===== src/rtl/mult_div_unit.sv =====
// -----------------------------------------------------------------------------
// mult_div_unit
//   Iterative multiply/divide unit for the execute stage. Runs a signed or
//   unsigned WIDTH-bit multiply (shift-add) or divide (restoring
//   shift-subtract), one iteration per clock, and returns a 2*WIDTH-bit
//   result with a one-cycle write strobe for the High/Low registers.
//
//   Configuration macro: MDU_DIV_EN
//     defined   : MULT, MULTU, DIV, DIVU supported.
//     undefined : divider datapath compiled out; divide requests are ignored.
//
// Ports
//   clk      in   pipeline clock, rising-edge
//   rst_n    in   asynchronous active-low reset
//   start    in   request, sampled only in IDLE
//   op       in   2   00 MULT, 01 MULTU, 10 DIV, 11 DIVU
//   busA     in   W   multiplicand / dividend
//   busB     in   W   multiplier / divisor
//   flush    in   synchronous abort of the operation in flight
//   busy     out  high from the accepting edge until the unit is idle again
//   multWe   out  one-cycle result-valid / High-Low write strobe
//   busmult  out  2W  {High, Low}: product, or {remainder, quotient}
// -----------------------------------------------------------------------------
module mult_div_unit #(
  parameter int WIDTH = 32
) (
  input  logic               clk,
  input  logic               rst_n,
  input  logic               start,
  input  logic [1:0]         op,
  input  logic [WIDTH-1:0]   busA,
  input  logic [WIDTH-1:0]   busB,
  input  logic               flush,
  output logic               busy,
  output logic               multWe,
  output logic [2*WIDTH-1:0] busmult
);

  localparam int CW = (WIDTH > 1) ? $clog2(WIDTH) : 1;

  typedef enum logic [1:0] {
    S_IDLE,
    S_CALC,
    S_FIX
  } state_t;

  state_t             state, next_state;
  logic [CW-1:0]      cnt;
  logic [2*WIDTH-1:0] acc;     // mult: {partial hi, multiplier}; div: {remainder, quotient}
  logic [WIDTH-1:0]   mcand;   // multiplicand or divisor magnitude
  logic               sign_a, sign_b;
  logic               is_div;

  // Request decode
  logic               op_signed, req_div, op_ok, accept, last;
  logic [WIDTH-1:0]   mag_a, mag_b;

  assign op_signed = ~op[0];
  assign req_div   = op[1];
  assign mag_a     = (op_signed && busA[WIDTH-1]) ? -busA : busA;
  assign mag_b     = (op_signed && busB[WIDTH-1]) ? -busB : busB;
`ifdef MDU_DIV_EN
  assign op_ok     = 1'b1;
`else
  assign op_ok     = ~req_div;
`endif
  assign accept    = (state == S_IDLE) && start && !flush && op_ok;
  assign last      = (cnt == CW'(WIDTH - 1));

  // Multiply step: add multiplicand into the high half when the current
  // multiplier bit is set, then shift the whole accumulator right. The carry
  // out of the add becomes the new top bit.
  logic [WIDTH:0]     mul_sum;
  logic [2*WIDTH-1:0] mul_next, mul_res;

  assign mul_sum  = {1'b0, acc[2*WIDTH-1:WIDTH]} + (acc[0] ? {1'b0, mcand} : '0);
  assign mul_next = {mul_sum, acc[WIDTH-1:1]};
  assign mul_res  = (sign_a ^ sign_b) ? -acc : acc;

`ifdef MDU_DIV_EN
  // Restoring divide step: shift the next dividend bit into the remainder
  // (guard bit on top), trial-subtract, keep the difference if non-negative.
  // A zero divisor always "succeeds", which yields quotient all-ones and the
  // dividend magnitude as remainder without any special datapath.
  logic               b_zero;
  logic [WIDTH:0]     div_shift, div_trial;
  logic [2*WIDTH-1:0] div_next, div_res;
  logic [WIDTH-1:0]   quo, rem;

  assign div_shift = {acc[2*WIDTH-1:WIDTH], acc[WIDTH-1]};
  assign div_trial = div_shift - {1'b0, mcand};
  assign div_next  = div_trial[WIDTH]
                   ? {div_shift[WIDTH-1:0], acc[WIDTH-2:0], 1'b0}
                   : {div_trial[WIDTH-1:0], acc[WIDTH-2:0], 1'b1};
  assign rem       = acc[2*WIDTH-1:WIDTH];
  assign quo       = acc[WIDTH-1:0];
  // Divide-by-zero bypasses the quotient negation so it stays all ones.
  assign div_res   = {(sign_a ? -rem : rem),
                      ((sign_a ^ sign_b) && !b_zero) ? -quo : quo};
`endif

  logic [2*WIDTH-1:0] step_next, fix_res;

`ifdef MDU_DIV_EN
  assign step_next = is_div ? div_next : mul_next;
  assign fix_res   = is_div ? div_res  : mul_res;
`else
  assign step_next = mul_next;
  assign fix_res   = mul_res;
`endif

  // State register
  // NOTE: sequential state uses non-blocking (<=) so every flop samples the
  // pre-edge values; blocking here would create order-dependent races.
  always_ff @(posedge clk or negedge rst_n) begin
    if (!rst_n) state <= S_IDLE;
    else        state <= next_state;
  end

  // Next-state logic
  // NOTE: next_state gets a default before the case so no path leaves it
  // unassigned, which would otherwise infer a latch.
  always_comb begin
    next_state = state;
    unique case (state)
      S_IDLE: if (accept) next_state = S_CALC;
      S_CALC: begin
        if (flush)     next_state = S_IDLE;
        else if (last) next_state = S_FIX;
      end
      S_FIX:   next_state = S_IDLE;
      default: next_state = S_IDLE;
    endcase
  end

  // Datapath and registered outputs. busy stays up through the strobe cycle
  // (the unit is already back in IDLE then) so the hazard unit cannot issue
  // MFHI/MFLO before High/Low has been written.
  always_ff @(posedge clk or negedge rst_n) begin
    if (!rst_n) begin
      busy    <= 1'b0;
      multWe  <= 1'b0;
      busmult <= '0;
      cnt     <= '0;
      acc     <= '0;
      mcand   <= '0;
      sign_a  <= 1'b0;
      sign_b  <= 1'b0;
      is_div  <= 1'b0;
`ifdef MDU_DIV_EN
      b_zero  <= 1'b0;
`endif
    end else begin
      busy   <= accept || ((state != S_IDLE) && !flush);
      multWe <= (state == S_FIX) && !flush;

      if (accept) begin
        sign_a <= op_signed & busA[WIDTH-1];
        sign_b <= op_signed & busB[WIDTH-1];
        is_div <= req_div;
        cnt    <= '0;
        mcand  <= req_div ? mag_b : mag_a;
        acc    <= {{WIDTH{1'b0}}, (req_div ? mag_a : mag_b)};
`ifdef MDU_DIV_EN
        b_zero <= (busB == '0);
`endif
      end else if (state == S_CALC) begin
        acc <= step_next;
        cnt <= last ? '0 : cnt + CW'(1);
      end

      if ((state == S_FIX) && !flush) busmult <= fix_res;
    end
  end

endmodule

===== config.mk =====
export PLATFORM = sky130hd
export DESIGN_NAME = mult_div_unit
export DESIGN_NICKNAME = d
export VERILOG_FILES = /design/src/rtl/mult_div_unit.sv
export SDC_FILE = /design/constraint.sdc
export NUM_CORES = 1
export LEC_CHECK = 0
export ABC_AREA = 0
export CORE_MARGIN = 8
export CORE_UTILIZATION = 55
export CTS_CLUSTER_DIAMETER = 60
export DETAILED_ROUTE_END_ITERATION = 8
export DONT_BUFFER_PORTS = 1
export PLACE_DENSITY = 0.7
export RECOVER_POWER = 50
export SKIP_CTS_REPAIR_TIMING = 1
export SYNTH_ARGS = -nofsm -noshare
export SYNTH_HDL_FRONTEND = slang
export SYNTH_SLANG_ARGS = --single-unit

===== constraint.sdc =====
create_clock -name clk -period 5.34 [get_ports clk]
set_input_delay 1.068 -clock clk [delete_from_list [all_inputs] [get_ports clk]]
set_output_delay 1.068 -clock clk [all_outputs]
set_load 0.1 [all_outputs]

Yosys cells after proc, flatten, opt, wreduce, memory -nomap -nowiden
Index checks and enable logic that the tools add are counted.
Widths: inputs -> output; s select.
{ "totals": {"ff_bits": 171, "in_bits": 70, "output_inout_bits": 66, "word_cells": 52} }
{ "op_classes": {"addsub": 5, "n_eq_ne": 5, "muxes": 15, "n_bitwise": 5, "n_reduce_logical": 13} }
{ "op_table": {"columns": ["operator", "n"], "rows": [
  ["$mux 64", 3],
  ["$mux 32", 5],
  ["$neg 32->32", 2],
  ["$neg 64->64", 1],
  ["$add 32x32->33", 1],
  ["$mux 5", 3],
  ["$logic_and 1x1->1", 7],
  ["$mux 2", 3],
  ["$add 5x1->5 const B", 1],
  ["$eq 5x5->1 const B", 1],
  ["$pmux 2 s2", 1],
  ["$reduce_bool 2->1", 2],
  ["$ne 3x3->1 const B", 1],
  ["$and 1x1->1", 2],
  ["$eq 2x1->1 const B", 1],
  ["$eq 2x2->1 const B", 1],
  ["$logic_not 2->1", 1],
  ["$ne 2x2->1 const B", 1],
  ["$not 1->1", 2],
  ["$reduce_and 2->1", 1],
  ["$logic_not 1->1", 1],
  ["$logic_or 1x1->1", 1],
  ["$xor 1x1->1", 1]
]} }

Longest topological paths before layout
{ "depth": {"depth_word": 6, "ltp_mapped": 13, "depth_no_buf": 12} }

Worst setup path after synthesis
Ideal clock, no wire load.
{ "synth_timing": {"path_type": "input-to-reg", "start": "input port busB[4]", "end": "register acc[29]", "arrival_time_ns": 3.144, "required_ns": 5.205, "setup_slack_ns": 2.061, "path_stages": 9, "path_buffers": 0, "path_cell_list": "nor4_1 nor4b_1 nand2_1 nor4_1 and2_1 nand2_1 o41ai_1 xor2_1 o21ai_0"} }
{ "synth_between": {"elab_chain_len": 4} }
{ "synth_lines": {"columns": ["item", "line", "rtl"], "rows": [
  ["start, declared", "32", "input logic [WIDTH-1:0] busB,"],
  ["$neg 32->32", "61", "assign mag_b = (op_signed && busB[WIDTH-1]) ? -busB : busB;"],
  ["$mux 32", "61", null],
  ["$mux 32", "163", "acc <= {{WIDTH{1'b0}}, (req_div ? mag_a : mag_b)};"],
  ["$mux 64", "157", "if (accept) begin"],
  ["end signal, assigned", "163", null],
  ["end signal, assigned", "168", "acc <= step_next;"],
  ["end, declared", "49", "logic [2*WIDTH-1:0] acc;"]
]} }
Every way passes these cells.
A chain may end at the register's enable or synchronous reset.

Final worst setup path
{ "layout_timing": {"start": "register acc[0]", "end": "register acc[61]"} }
{ "layout_between": {"elab_chain_len": 4} }
{ "layout_lines": {"columns": ["item", "line", "rtl"], "rows": [
  ["$mux 32", "76", "assign mul_sum = {1'b0, acc[2*WIDTH-1:WIDTH]} + (acc[0] ? {1'b0, mcand} : '0);"],
  ["$add 32x32->33", "76", null],
  ["$mux 64", "167", "end else if (state == S_CALC) begin"],
  ["$mux 64", "157", null]
]} }
Every way passes these cells. The select of a mux whose other input is x is not followed.

==> flow_summary.ini <==
[pwr]
seqPwrFrac_pct = 41.4
power_leakage_nw = 5.01
switchingPower_mw = 2.16
pwr_density_cell_nw_per_um2 = 443
sw_frac_of_total_pct = 42.0
p_int_mw = 2.98
power_frac_clock_pct = 25.1
p_total_mw = 5.13
ir_drop_mv = 0.259
p_comb_share_pct = 33.6

[worst_setup_path]
cp_cell_sequence = and2_1 > ha_1 > fa_1 > a21oi_1 > o21ai_0 > a21oi_1 > o31a_1 > o41ai_1 > a221oi_1 > o21ai_0 > nand4b_1 > o211ai_1
slowest_delay_ps = 710
cp.required_ps = 5650
worstSetupEndpointType = flop
crit_arrival_ps = 4380
critPathSlowestCell = dfrtp_1
worstSetupStartpointType = flop
path_buf_inv = 0
critPathKind = flop to flop
critPathTopFamily = compound AO/OA/AOI/OAI gates
crit_fanout = 35

[route]
via_per_inst = 5.89
routedWlPerCell_um = 18.3
routed_wl_um = 27800
dr.pass1.iters = 4
drcViolationCount = 0
drt-initial-drc-count = 747
num_vias = 8947
ant_nets = 0

[yosys]
syn-num-nets = 1389
ys_warn_count = 0
synth_edf_count = 0
synth_top_area_share_pct = 39.4
syn_avg_cell_area_um2 = 8.47
synth_area_leaders = dfrtp_1, o21ai_0, xnor2_1
yosysUniqueCellTypes = 65
yosysTopAreaCell = dfrtp_1
yosysSeqAreaShare_pct = 39.4
postSynthCellCount = 1281
async_flop_share_pct = 100
netlist_area_um2 = 10800
ys_ff_latch = 171
ys.flop_type = dfrtp_1

[clock_tree]
clockRootBuffer = clkbuf_16
cts_inserted_buffers = 17
tritoncts = built
cts.clk_slew.worst_paths_ps = 70
cts_htree_levels = 4
clock_path_buffers = 2
insertion_delay_ps = 440
clock_sinks = 171

[global_route]
grt_pass1_wl_um = 44800
grt-ovfl-total = 0
grt_max_degree = 172
grt_usage_pct = 23.0
grt_pass1_vias = 8400
grt_antenna_before_repair = 1

[finish]
fin_area_um2 = 11600
nNetsFinal = 1349
n_antenna_cell = 0
drive_above_1_share_pct = 4.78
filler_cell_count = 1764
area_delta_synth_final_pct = 6.87

[job]
drv_cap = 1

[sta]
fin_skew_ps = 8.31
setup-violations-final = 0
tightest_slew_ps = 2600
slew_headroom_pct = -73.3
fin_crit_sh_pct = 76.3
fin_tns_setup_ps = 0
finalCriticalPeriod_ps = 4070
rsz0062_at_grt = false
fmax_mhz = 246
finalMaxSlewViolations = 72
finalHoldViolations = 0

[min_path]
hp-class = input pin to asynchronous set/reset pin

[floorplan]
row_count = 51
die_x_um = 156
dieArea_um2 = 24500
initial_core_util_pct = 55.9
core_um2 = 19400
io_pins = 136
dieHeight_um = 156

[placed_design]
placed_area_um2 = 11000
place_congestion = 0.907
post-dp-hpwl_um = 20800
portBuffers = 0

[run_status]
outcome = finished with violations
violations = capacitance limit, slew limit
worst reg2reg max path, delay by kind of cell, from the launching register on:
kind                       cells  cell delay (ps)
adders and majority gates      2              640
and+or+nand+nor                2              480
DFF                            1              710
AOI/OAI and AO/OA              8             2100
power groups by stage:
| stage | Sequential (mW) | Clock (mW) | Combinational, mW |
|---|---|---|---|
| finish | 2.13 | 1.29 | 1.72 |
| floorplan | 1.95 | 0 | 1.40 |
| global route | 2.17 | 1.37 | 1.95 |
| CTS | 2.12 | 1.31 | 1.71 |
| detailed placement | 2.14 | 0 | 1.70 |
| global placement | 2.13 | 0 | 1.69 |
sequential cells by signal, indices dropped and copies added, names as in the netlist:
| name | cells |
|---|---|
| multWe | 1 |
| mcand | 32 |
| cnt | 5 |
| sign_b | 1 |
| busy | 1 |
| state | 2 |
| acc | 64 |
| busmult | 64 |
| sign_a | 1 |
through the flow:
stage / instances / utilization, % / hold slack [ps] / worst slack (ps)
floorplan: 1281 / - / 431 / 2060
global placement: 1487 / 56.6 / 454 / 1550
detailed placement: 1487 / 56.6 / 462 / 1320
CTS: 1519 / 59.9 / 316 / 1320
global route: 1519 / 59.8 / 313 / 959
finish: 1519 / 59.8 / 333 / 1270
placed cells by master (no fill, tap or decap), types with 4 or more instances in the layout:
cell       instances
xor2_1            70
clkinv_8           5
nor2_1            87
o41ai_1            8
a21o_1            13
nand2b_1          10
or4_1              8
or3_1              8
inv_1             17
and3_1            11
a31oi_1           19
o31ai_1           15
o21ai_0          189
nor2b_1            7
a22oi_1           20
inv_6              4
and2_1            36
buf_4              6
ha_1              37
nor3_1            28
dfrtp_1          171
o21bai_1           6
xnor2_1           78
a21oi_1           84
clkbuf_16         17
a211oi_1           4
nand3_1           37
nand2_1          173
o21a_1             4
nor4_1            17
per-layer routing:
metal	vias to the layer above	wire length, um	track usage [%]
met2	274	11500	32.2
met3	22	2250	5.24
met1	4205	13700	34.7
li1	4446	-	-
met4	0	353	6.32
met5	-	0	0
synth_stat cells (19+ instances only):
master,instances
o21ai_0,189
nand2_1,173
dfrtp_1,171
nor2_1,87
a21oi_1,84
xnor2_1,79
xor2_1,71
clkbuf_1,58
ha_1,37
nand3_1,37
and2_1,36
nor3_1,28
a22oi_1,20
a31oi_1,19
cells by family (layout without fill, tap and decap cells):
logic type / after synthesis / count (layout) / share of synthesized area, %
fa+ha+maj: 38 / 38 / 4.45
simple gates: 452 / 452 / 20.1
flops: 171 / 171 / 39.4
buf+inv: 84 / 57 / 3.18
compound gates: 386 / 386 / 20.7
xor+xnor: 150 / 150 / 12.1
final cells by class:
class | instances | area (um2) | share of cell area (%)
well taps | 265 | 332 | 2.86
multi-input cells | 1026 | 6240 | 53.9
clock buffers | 17 | 425 | 3.67
inverters | 17 | 63.8 | 0.550
clock inverters | 15 | 196 | 1.69
repair buffers | 8 | 53.8 | 0.464
flip-flops and latches | 171 | 4280 | 36.9
worst paths after layout:
check	startpoint	to	slack (ps)	cells past startpoint
worst max-delay path	acc[0]$_DFFE_PN0P_	acc[61]$_DFFE_PN0P_	1270	12
worst min register to register	mcand[22]$_DFFE_PN0P_	mcand[22]$_DFFE_PN0P_	480	2
worst max register to register	acc[0]$_DFFE_PN0P_	acc[61]$_DFFE_PN0P_	1270	12
min in group clk	mcand[22]$_DFFE_PN0P_	mcand[22]$_DFFE_PN0P_	480	2
worst min-delay path	rst_n	mcand[8]$_DFFE_PN0P_	330	0
max in group asynchronous	rst_n	busmult[25]$_DFFE_PN0P_	4740	0
Note: power is estimated with default switching activity, not from simulation.
